**config.mk**
```make
export PLATFORM = sky130hd
export DESIGN_NAME = dot_map_reader
export DESIGN_NICKNAME = d
export VERILOG_FILES = /design/src/rtl/dot_pkg.sv /design/src/rtl/dot_row_popcount.sv /design/src/rtl/dot_map_reader.sv
export SDC_FILE = /design/constraint.sdc
export NUM_CORES = 1
export LEC_CHECK = 0
export CORE_UTILIZATION = 44
export DETAILED_ROUTE_END_ITERATION = 10
export MAX_ROUTING_LAYER = met4
export PLACE_DENSITY = 0.85
export SYNTH_ARGS = -nofsm -noshare
export SYNTH_HDL_FRONTEND = slang
export SYNTH_SLANG_ARGS = --single-unit
export TNS_END_PERCENT = 50
```
**constraint.sdc**
```tcl
create_clock -name frame_clk -period 1.65 [get_ports frame_clk]
set_input_delay 0.33 -clock frame_clk [delete_from_list [all_inputs] [get_ports frame_clk]]
set_output_delay 0.33 -clock frame_clk [all_outputs]
set_load 0.05 [all_outputs]
```
**src/rtl/dot_pkg.sv**
```systemverilog
// Shared constants, row type and FSM state encoding for the dot-map reader.
package dot_pkg;
  localparam int NUM_ROWS   = 12;
  localparam int NUM_COLS   = 12;
  localparam int TOTAL_DOTS = 144;

  localparam logic [3:0] LAST_ROW     = 4'(NUM_ROWS - 1);
  localparam logic [7:0] TOTAL_DOTS_B = 8'(TOTAL_DOTS);

  typedef logic [NUM_COLS-1:0] row_t;

  typedef enum logic [1:0] {
    IDLE = 2'd0,
    REQ  = 2'd1,
    FIN  = 2'd2
  } state_t;
endpackage

```
**src/rtl/dot_row_popcount.sv**
```systemverilog
// Combinational popcount of one 12-bit dot-map row (0..12).
module dot_row_popcount
  import dot_pkg::*;
(
  input  row_t       row,
  output logic [3:0] count
);

  always_comb begin
    count = '0;
    for (int i = 0; i < NUM_COLS; i++) begin
      count = count + {3'b000, row[i]};
    end
  end

endmodule

```
**src/rtl/dot_map_reader.sv**
```systemverilog
// Scans all 12 rows of the dot store on start and reports dots left / eaten.
// Optional rd_ack timeout is enabled by defining DOT_MAP_READER_TIMEOUT_EN.
module dot_map_reader
  import dot_pkg::*;
#(
  parameter int ACK_TIMEOUT = 16
) (
  input  logic        frame_clk,
  input  logic        Reset_n,
  input  logic        start,
  output logic        rd_req,
  output logic [3:0]  rd_row,
  input  logic        rd_ack,
  input  logic [11:0] rd_data,
  output logic        busy,
  output logic        done,
  output logic [7:0]  dots_left,
  output logic [7:0]  eaten,
  output logic        level_clear,
  output logic        timeout_err
);

  // state | meaning
  // IDLE  | waiting for start; results of last scan held
  // REQ   | rd_req high for rd_row, waiting for rd_ack
  // FIN   | one cycle: latch results, done pulses next cycle

  state_t     state_q, state_d;
  logic [3:0] row_q;
  logic [7:0] acc_q;
  logic [3:0] row_count;
  logic       done_q;
  logic       level_clear_q;
  logic [7:0] dots_left_q;
  logic [7:0] eaten_q;
  logic       start_ok;
  logic       ack_ok;
  logic       timeout_hit;

  assign start_ok = (state_q == IDLE) && start;
  assign ack_ok   = (state_q == REQ) && rd_ack;

  dot_row_popcount u_popcount (
    .row   (rd_data),
    .count (row_count)
  );

`ifdef DOT_MAP_READER_TIMEOUT_EN
  localparam int                WAIT_W    = $clog2(ACK_TIMEOUT + 1);
  localparam logic [WAIT_W-1:0] WAIT_LOAD = WAIT_W'(ACK_TIMEOUT - 1);

  logic [WAIT_W-1:0] wait_q;
  logic              err_q;

  // Down-counter reloads on every accepted row; terminal count without ack aborts the scan.
  assign timeout_hit = (state_q == REQ) && !rd_ack && (wait_q == '0);

  always_ff @(posedge frame_clk or negedge Reset_n) begin
    if (!Reset_n) begin
      wait_q <= WAIT_LOAD;
      err_q  <= 1'b0;
    end else begin
      if (start_ok || ack_ok) begin
        wait_q <= WAIT_LOAD;
      end else if ((state_q == REQ) && (wait_q != '0)) begin
        wait_q <= wait_q - 1'b1;
      end
      if (start_ok) begin
        err_q <= 1'b0;
      end else if (timeout_hit) begin
        err_q <= 1'b1;
      end
    end
  end

  assign timeout_err = err_q;
`else
  assign timeout_hit = 1'b0;
  assign timeout_err = 1'b0;
`endif

  always_ff @(posedge frame_clk or negedge Reset_n) begin
    if (!Reset_n) begin
      state_q <= IDLE;
    end else begin
      state_q <= state_d;
    end
  end

  always_comb begin
    state_d = state_q;
    unique case (state_q)
      IDLE: if (start) state_d = REQ;
      REQ: begin
        if (rd_ack) begin
          if (row_q == LAST_ROW) state_d = FIN;
        end else if (timeout_hit) begin
          state_d = IDLE;
        end
      end
      FIN:     state_d = IDLE;
      default: state_d = IDLE;
    endcase
  end

  always_ff @(posedge frame_clk or negedge Reset_n) begin
    if (!Reset_n) begin
      row_q         <= '0;
      acc_q         <= '0;
      done_q        <= 1'b0;
      dots_left_q   <= TOTAL_DOTS_B;
      eaten_q       <= '0;
      level_clear_q <= 1'b0;
    end else begin
      done_q <= (state_q == FIN);
      if (start_ok) begin
        row_q <= '0;
        acc_q <= '0;
      end else if (ack_ok) begin
        acc_q <= acc_q + {4'b0000, row_count};
        if (row_q != LAST_ROW) row_q <= row_q + 4'd1;
      end
      // Results are only published here, so aborted scans leave them untouched.
      if (state_q == FIN) begin
        dots_left_q   <= acc_q;
        eaten_q       <= TOTAL_DOTS_B - acc_q;
        level_clear_q <= (acc_q == 8'd0);
      end
    end
  end

  assign rd_req      = (state_q == REQ);
  assign rd_row      = row_q;
  assign busy        = (state_q != IDLE);
  assign done        = done_q;
  assign dots_left   = dots_left_q;
  assign eaten       = eaten_q;
  assign level_clear = level_clear_q;

endmodule

```
Yosys cells after proc, flatten, opt, wreduce, memory -nomap -nowiden
Cells that the tools add are included.

word-level totals
  register bits after elaboration = 32
  latch bits = 0
  RAM bits = 0
  bits in read-only memories = 0
  input bits = 16
  logic and storage cells = 46
  memories = 0

cells by class
  add/subtract/negate cells = 14
  $mul = 0
  divide/modulo/power cells = 0
  $lt $le $gt $ge = 0
  eq/ne operators = 7
  shifts and indexed selects = 0
  mux-type cells = 9
  bitwise gates (word level) = 0
  reduce and logical (&&, ||, !) cells = 9

operators with widths
  operator                                                                 number
  4-bit by 1-bit adder with 4-bit output                                   10
  8-bit two-way mux                                                        2
  4-bit two-way mux                                                        3
  8-bit by 4-bit adder with 8-bit output                                   1
  8-bit logical NOT                                                        1
  8-bit subtractor, first input constant                                   1
  2-bit two-way mux                                                        3
  2-bit nonzero test                                                       3
  4-bit by 1-bit adder with 4-bit output, second input constant            1
  4-bit equality test, second input constant                               1
  2-bit by 1-bit inequality test with 1-bit output, second input constant  2
  4-bit inequality test, second input constant                             1
  2-bit case mux with 2 select lines                                       1
  3-bit AND reduction                                                      1
  1-bit by 1-bit adder with 2-bit output                                   1
  2-bit by 1-bit equality test with 1-bit output, second input constant    1
  2-bit equality test, second input constant                               1
  1-bit logical AND                                                        2
  2-bit logical NOT                                                        1
  2-bit inequality test, second input constant                             1
  2-bit AND reduction                                                      1

Logic depth before layout (Yosys ltp)
Gate-level depths: netlist of run 1.

  word-level depth = 14
  depth in mapped cells = 17
  gate-level depth less buffers = 17

By module
Synthesis of run 1 repeated with hierarchy kept, for this count alone.

unflattened totals
  cell total of the unflattened synthesis = 181
  area, all modules = 1811.7 µm²

modules (own cells, without submodules)
  module            instances  cells each  area each (µm²)  seq. area each (µm²)
  dot_map_reader    1          148         1531.5           778.2
  dot_row_popcount  1          33          280.3            0.0

Worst setup path before layout of run 1
Ideal clock, no wire load.

  path type = in2reg
  from = input port rd_data[0]
  to = register acc_q[5]
  library setup time = 0.095 ns
  data arrival time = 4.021 ns
  data required time = 1.555 ns
  setup slack = -2.466 ns
  stages = 13
  cell sequence = ha_1 inv_1 fa_1 fa_1 fa_1 fa_1 fa_1 inv_1 ha_1 a211o_1 a21oi_1 o211ai_1 o31ai_1

on the way
  cells in the longest elaborated chain, start to end = 14

ends and longest elaborated chain
  element                                                RTL line                RTL
  start, declared                                        dot_map_reader.sv:14    input logic [11:0] rd_data,
  1-bit by 1-bit adder with 2-bit output                 dot_row_popcount.sv:12  count = count + {3'b000, row[i]};
  4-bit by 1-bit adder with 4-bit output (10 in series)  dot_row_popcount.sv:12
  8-bit by 4-bit adder with 8-bit output                 dot_map_reader.sv:120   acc_q <= acc_q + {4'b0000, row_count};
  8-bit two-way mux                                      dot_map_reader.sv:119   end else if (ack_ok) begin
  8-bit two-way mux                                      dot_map_reader.sv:116   if (start_ok) begin
  end signal, assigned                                   dot_map_reader.sv:120
  end, declared                                          dot_map_reader.sv:30    logic [7:0] acc_q;

Every way passes these cells. The select of a mux whose other input is x is not followed.
A chain may end at the register's enable or synchronous reset.

Final worst setup path of run 1
  from = input port rd_data[1]
  to = register acc_q[6]

The elaborated chain is that of the path after synthesis.

==> flow_summary.ini, run 1 <==
[clocking]
clock_path_buffers = 2
worstSkewPairLatency_ns = 0.29
cts_buffers = 5
cts_tree = built
clk_pin_slew_ns = 0.07
numClockSinks = 31
htree_levels = 2
clock-root-buffer = clkbuf_8
holdBufCountCts = 0

[placement]
portBuffers = 39
post_dp_cell_area_sq_um = 2340
dp.final_hpwl_microns = 2750
gp_congestion = 0.853

[grt]
globalRouteOverflowTotal = 0
grt_use_total = 0.199
grt_pass1_wl_microns = 6270
grt_pass1_vias = 1419
antenna_found_initial = 0
grt_max_degree = 32

[layout]
drive_gt1_frac = 0.328
design_area_sq_um = 2530
nNetsFinal = 268
syn_to_final_growth_pct = 39.4
antenna_cells = 0

[timing]
worst_slew_pin_slew_ns = 0.554
clock_skew_ns = 0.00674
period_minus_slack_ns = 3.85
final_hold_viol_count = 0
finalMaxSlewViolations = 0
finalWorstSetupSlack_ns = -2.20
finalCritPeriodShare = 2.33
fmax_mhz = 260
rsz0062_at_grt = yes
setup_viol = 8
slew_headroom = 0.631
tns_ns = -16.04

[worst_setup_path]
cp.required_ns = 1.87
worst_setup_path_end_kind = flop
cp.arrival_ns = 4.07
rr_worst_depth = 6
cp-start-kind = primary input
worstReg2RegStart = acc_q[1]
rr_endpoint = acc_q[6]
reg2reg_slack_ns = 0.02
crit_fanout = 4
path_class = in -> reg

[yosys]
syn_area_sq_um = 1820
syn_nets = 215
synth.top_cells.by_area = dfrtp_1, fa_1, ha_1
yosys.area.top_type = dfrtp_1
ys_warn_count = 0
synthTopCellsByCount = dfrtp_1, inv_1, nand2_1
yosys.cell_types.count = 38
synth-seq-cells = 31
avgSynthCellArea_sq_um = 10.0
synth-edff-count = 0
yosys.cell_count.top_type = dfrtp_1
yosys.area.top_type_share = 0.399
syn_inst = 181
synth_seq_area_share = 0.428
synth-main-ff-cell = dfrtp_1
synthArstFlopShare = 1.00

[die]
dieWidth_microns = 66.3
ios = 41
die_y_microns = 66.3
placementRows = 23
start_util = 0.458
die_area_sq_um = 4390
core_sq_um = 3970

[detailed_routing]
first_iter_violations = 67
vias = 1402
antenna_left = 0
wirelength_microns = 3590
wl_per_cell_microns = 12.6
via_per_inst = 4.92
drc_errors = 0
drtPass1Iterations = 4

[hold_path]
hp-class = in -> async

[flow_run]
maxCapViolations = 0

[pwr]
vdd_drop_max_v = 0.00142
p_total_w = 0.00461
leakage_nw = 1.28
cellPowerDensity_nw_per_um2 = 1820

[run_status]
outcome = complete, but fails checks
violations = setup timing
## worst max-delay path by stage
stage | start | slack, ns | endpoint
finish | rd_data[1] | -2.20 | acc_q[6]
global route | rd_data[1] | -2.34 | acc_q[6]
CTS | rd_data[1] | -2.24 | acc_q[6]
detailed placement | rd_data[1] | -2.97 | acc_q[5]
global placement | rd_data[0] | -2.84 | acc_q[5]
floorplan | rd_data[1] | -2.31 | acc_q[5]
## kinds of logic (layout without fill, tap and decap cells)
group | after synthesis | after routing | synth area share
flip-flops | 31 | 31 | 0.428
other | 1 | 1 | 0.00206
adder cells (fa/ha/maj) | 18 | 18 | 0.157
AO/OA/AOI/OAI | 32 | 32 | 0.116
XOR/XNOR | 11 | 11 | 0.0530
buffers and inverters | 34 | 88 | 0.0791
AND/OR/NAND/NOR | 46 | 46 | 0.117
multiplexers | 8 | 8 | 0.0482
## stage by stage
step           hold slack [ns]   util  setup WS (ns)  cells
4_1_cts                  0.453  0.632          -2.24    284
5_1_grt                  0.493  0.638          -2.34    285
2_1_floorplan           0.0344      -          -2.31    181
6_report                 0.429  0.638          -2.20    285
3_5_place_dp             0.473  0.589          -2.97    273
3_3_place_gp             0.464  0.589          -2.84    273
## where the power goes
| part | switching [W] | total [W] | internal (W) |
|---|---|---|---|
| Combinational | 0.00140 | 0.00265 | 0.00126 |
| Clock | 0.000295 | 0.000783 | 0.000488 |
| Sequential | 0.000230 | 0.00117 | 0.000943 |
## critical path: stages
cell and delay, ns:
buf_6 0.10, ha_4 0.25, inv_2 0.03, fa_1 0.49
fa_1 0.44, fa_1 0.50, fa_2 0.39, fa_2 0.35
xnor2_1 0.13, ha_1 0.34, nor2b_1 0.15, o21a_1 0.19
o2111ai_2 0.18, mux2i_1 0.20
## routing by layer
metal / part of all wire / up-vias / global-route usage
met1: 0.42 / 669 / 0.224
li1: - / 693 / -
met4: 0.023 / 0 / 0.0798
met2: 0.52 / 30 / 0.335
met5: 0 / - / -
met3: 0.040 / 10 / 0.0517
## cells in the final DEF, fill, tap and decap left out, drive strengths merged, types with 2 or more instances in the layout
cell / count
nand4: 2
inv: 25
o21ai: 13
mux2i: 2
nand2: 24
nand3: 2
dfrtp: 29
a21oi: 6
xor2: 7
nand2b: 2
clkbuf: 6
o21a: 2
xnor2: 4
o211ai: 2
dfstp: 2
nor3: 2
clkdlybuf4s50: 8
nor2: 6
ha: 10
buf: 42
dlygate4sd2: 5
mux2: 6
nor2b: 3
fa: 8
o31ai: 2
## what timing repair did
action                                  CTS  global route
endpoints found under the setup margin    8            10
pin swaps                                17            12
gates resized for setup                  24             4
buffers inserted                          3             1
## registers in the layout, indices dropped and copies added, names as in the netlist
| register | cells |
|---|---|
| acc_q | 8 |
| dots_left | 8 |
| eaten | 7 |
| rd_row | 4 |
| state_q | 2 |
| done | 1 |
| level_clear | 1 |
## layout make-up
type,instances,area [sq um]
clock buffers,6,82.6
clock inverters,2,35.0
fillers,320,1440
inverters,25,93.8
multi-input cells,116,972
flip-flops and latches,31,778
well taps,50,62.6
repair buffers,55,509
Power figures use the tool's default switching activity.
==> run 2: changes to the inputs <==
CORE_MARGIN = 2   (was default)
HOLD_SLACK_MARGIN = 0.1   (was default)
==> run 2 against run 1 <==
Critical endpoint is now acc_q[7]. Routed wire length down 6.8%. Total power down 5.2%. The flow still finishes with violations (setup timing). Critical path depth unchanged. Largest power group unchanged.
==> flow_summary.ini, run 2 (synthesis results as in run 1) <==
[run_status]
outcome = complete, but fails checks
violations = setup timing

[layout]
drive_gt1_frac = 0.311
nNetsFinal = 268
syn_to_final_growth_pct = 36.8
antenna_cells = 0
mostFrequentLayoutCell = buf_4
layout_common_cells = buf_4, dfrtp_1, nand2_1, inv_1, o21ai_0
design_area_sq_um = 2490

[worst_setup_path]
crit_slowest_cell = fa_2
cp.arrival_ns = 4.03
reg2reg_slack_ns = -0.01
rr_endpoint = acc_q[6]
crit_chain = buf_6, ha_4, inv_2, fa_1, fa_1, fa_1, fa_2, fa_2, inv_2, ha_4, a211o_1, a21oi_2, buf_4, o31ai_1
rr_worst_depth = 7
cp-start-kind = primary input
crit_buf_inv = 4
worst_setup_path_end_kind = flop
path_class = in -> reg
critPathTopFamily = adder cells
cp.required_ns = 1.80
cpMostUsedCell = fa_1
max_stage_delay_ns = 0.55
crit_fanout = 4
worstReg2RegStart = acc_q[0]

[timing]
clock_skew_ns = 0.00833
finalWorstSetupSlack_ns = -2.23
setup_viol = 8
worst_slew_pin_slew_ns = 0.614
slew_headroom = 0.591
final_hold_viol_count = 0
finalCritPeriodShare = 2.35
fmax_mhz = 258
rsz0062_at_grt = yes
finalMaxSlewViolations = 0
period_minus_slack_ns = 3.88

[clocking]
worstSkewPairLatency_ns = 0.28
clock-root-buffer = clkbuf_8
htree_levels = 2
clock_path_buffers = 2
clk_pin_slew_ns = 0.07
numClockSinks = 31
cts_buffers = 5
cts_tree = built

[pwr]
p_int_w = 0.00251
comb_power_share = 0.595
vdd_drop_max_v = 0.00147
swShare = 0.425
leakage_nw = 1.27
power.switching_w = 0.00186
seqPwrFrac = 0.267
p_clk_frac = 0.138
cellPowerDensity_nw_per_um2 = 1760

[grt]
grt_use_total = 0.161
antenna_found_initial = 0
globalRouteOverflowTotal = 0
grt_max_degree = 32
grt_pass1_vias = 1257
grt_pass1_wl_microns = 5350

[placement]
pre_cts_ws_ns = -2.92
post_dp_cell_area_sq_um = 2340
portBuffers = 39
gp_congestion = 0.844
dp.final_hpwl_microns = 2540

[die]
core_sq_um = 4000
die_area_sq_um = 4660
start_util = 0.454
placementRows = 23
dieWidth_microns = 68.3
ios = 41
die_y_microns = 68.3

[detailed_routing]
vias = 1382
drc_errors = 0
via_per_inst = 4.85
drtPass1Iterations = 4
wirelength_microns = 3350
wl_per_cell_microns = 11.8
antenna_left = 0
first_iter_violations = 59

[hold_path]
hp-class = in -> async

[flow_run]
maxCapViolations = 0
run 2: power by group through the flow:
stage | clock network (W) | registers (W) | logic [W]
final | 0.000605 | 0.00117 | 0.00260
after global placement | 0 | 0.00116 | 0.00226
after CTS | 0.000623 | 0.00116 | 0.00257
after detailed placement | 0 | 0.00117 | 0.00233
after floorplan | 0 | 0.00141 | 0.00136
after global routing | 0.000661 | 0.00119 | 0.00283
run 2: worst max path at each step:
stage | from | to | slack (ns) | cells past startpoint
6_report | rd_data[0] | acc_q[7] | -2.23 | 14
5_1_grt | rd_data[0] | acc_q[7] | -2.35 | 14
3_5_place_dp | rd_data[0] | acc_q[7] | -2.92 | 14
3_3_place_gp | rd_data[0] | acc_q[5] | -2.85 | 14
2_1_floorplan | rd_data[1] | acc_q[5] | -2.31 | 13
4_1_cts | rd_data[0] | acc_q[7] | -2.24 | 14
run 2: area by class of cell:
cell class                 instances  area [sq um]
fill                             340          1510
multi-input combinational        116           963
clock buffer                       7          86.3
inverter                          25          93.8
clock inverter                     1          5.00
tap                               50          62.6
timing repair buffer              55           497
sequential                        31           778
run 2: per-layer routing:
layer  share of wire  global-route usage  vias to the layer above  routed length, microns
met5               0                   -                        -                       0
li1                -                   -                      691                       -
met3           0.045              0.0395                        4                     150
met2            0.49               0.258                       30                    1640
met4           0.014              0.0675                        0                      46
met1            0.45               0.194                      657                    1520
run 2: timing repair:
item                       CTS  global route
setup buffers                2             1
pin swaps                   18            11
setup endpoints to repair    8            10
hold buffers                 0             0
gates resized for setup     23             1
run 2: stage by stage:
step / TNS [ns] / hold WS, ns / total power [W] / std cells / util
floorplan: -16.72 / 0.0344 / 0.00277 / 181 / -
global placement: -21.35 / 0.463 / 0.00341 / 274 / 0.584
detailed placement: -21.86 / 0.468 / 0.00350 / 274 / 0.584
CTS: -16.17 / 0.458 / 0.00435 / 284 / 0.618
global route: -17.06 / 0.498 / 0.00468 / 285 / 0.622
finish: -16.19 / 0.448 / 0.00437 / 285 / 0.622
==> run 3: changes to the inputs <==
SLEW_MARGIN = 20   (was default)
==> results of run 3 <==
The final DEF is identical to that of run 2; final timing and power are the same.
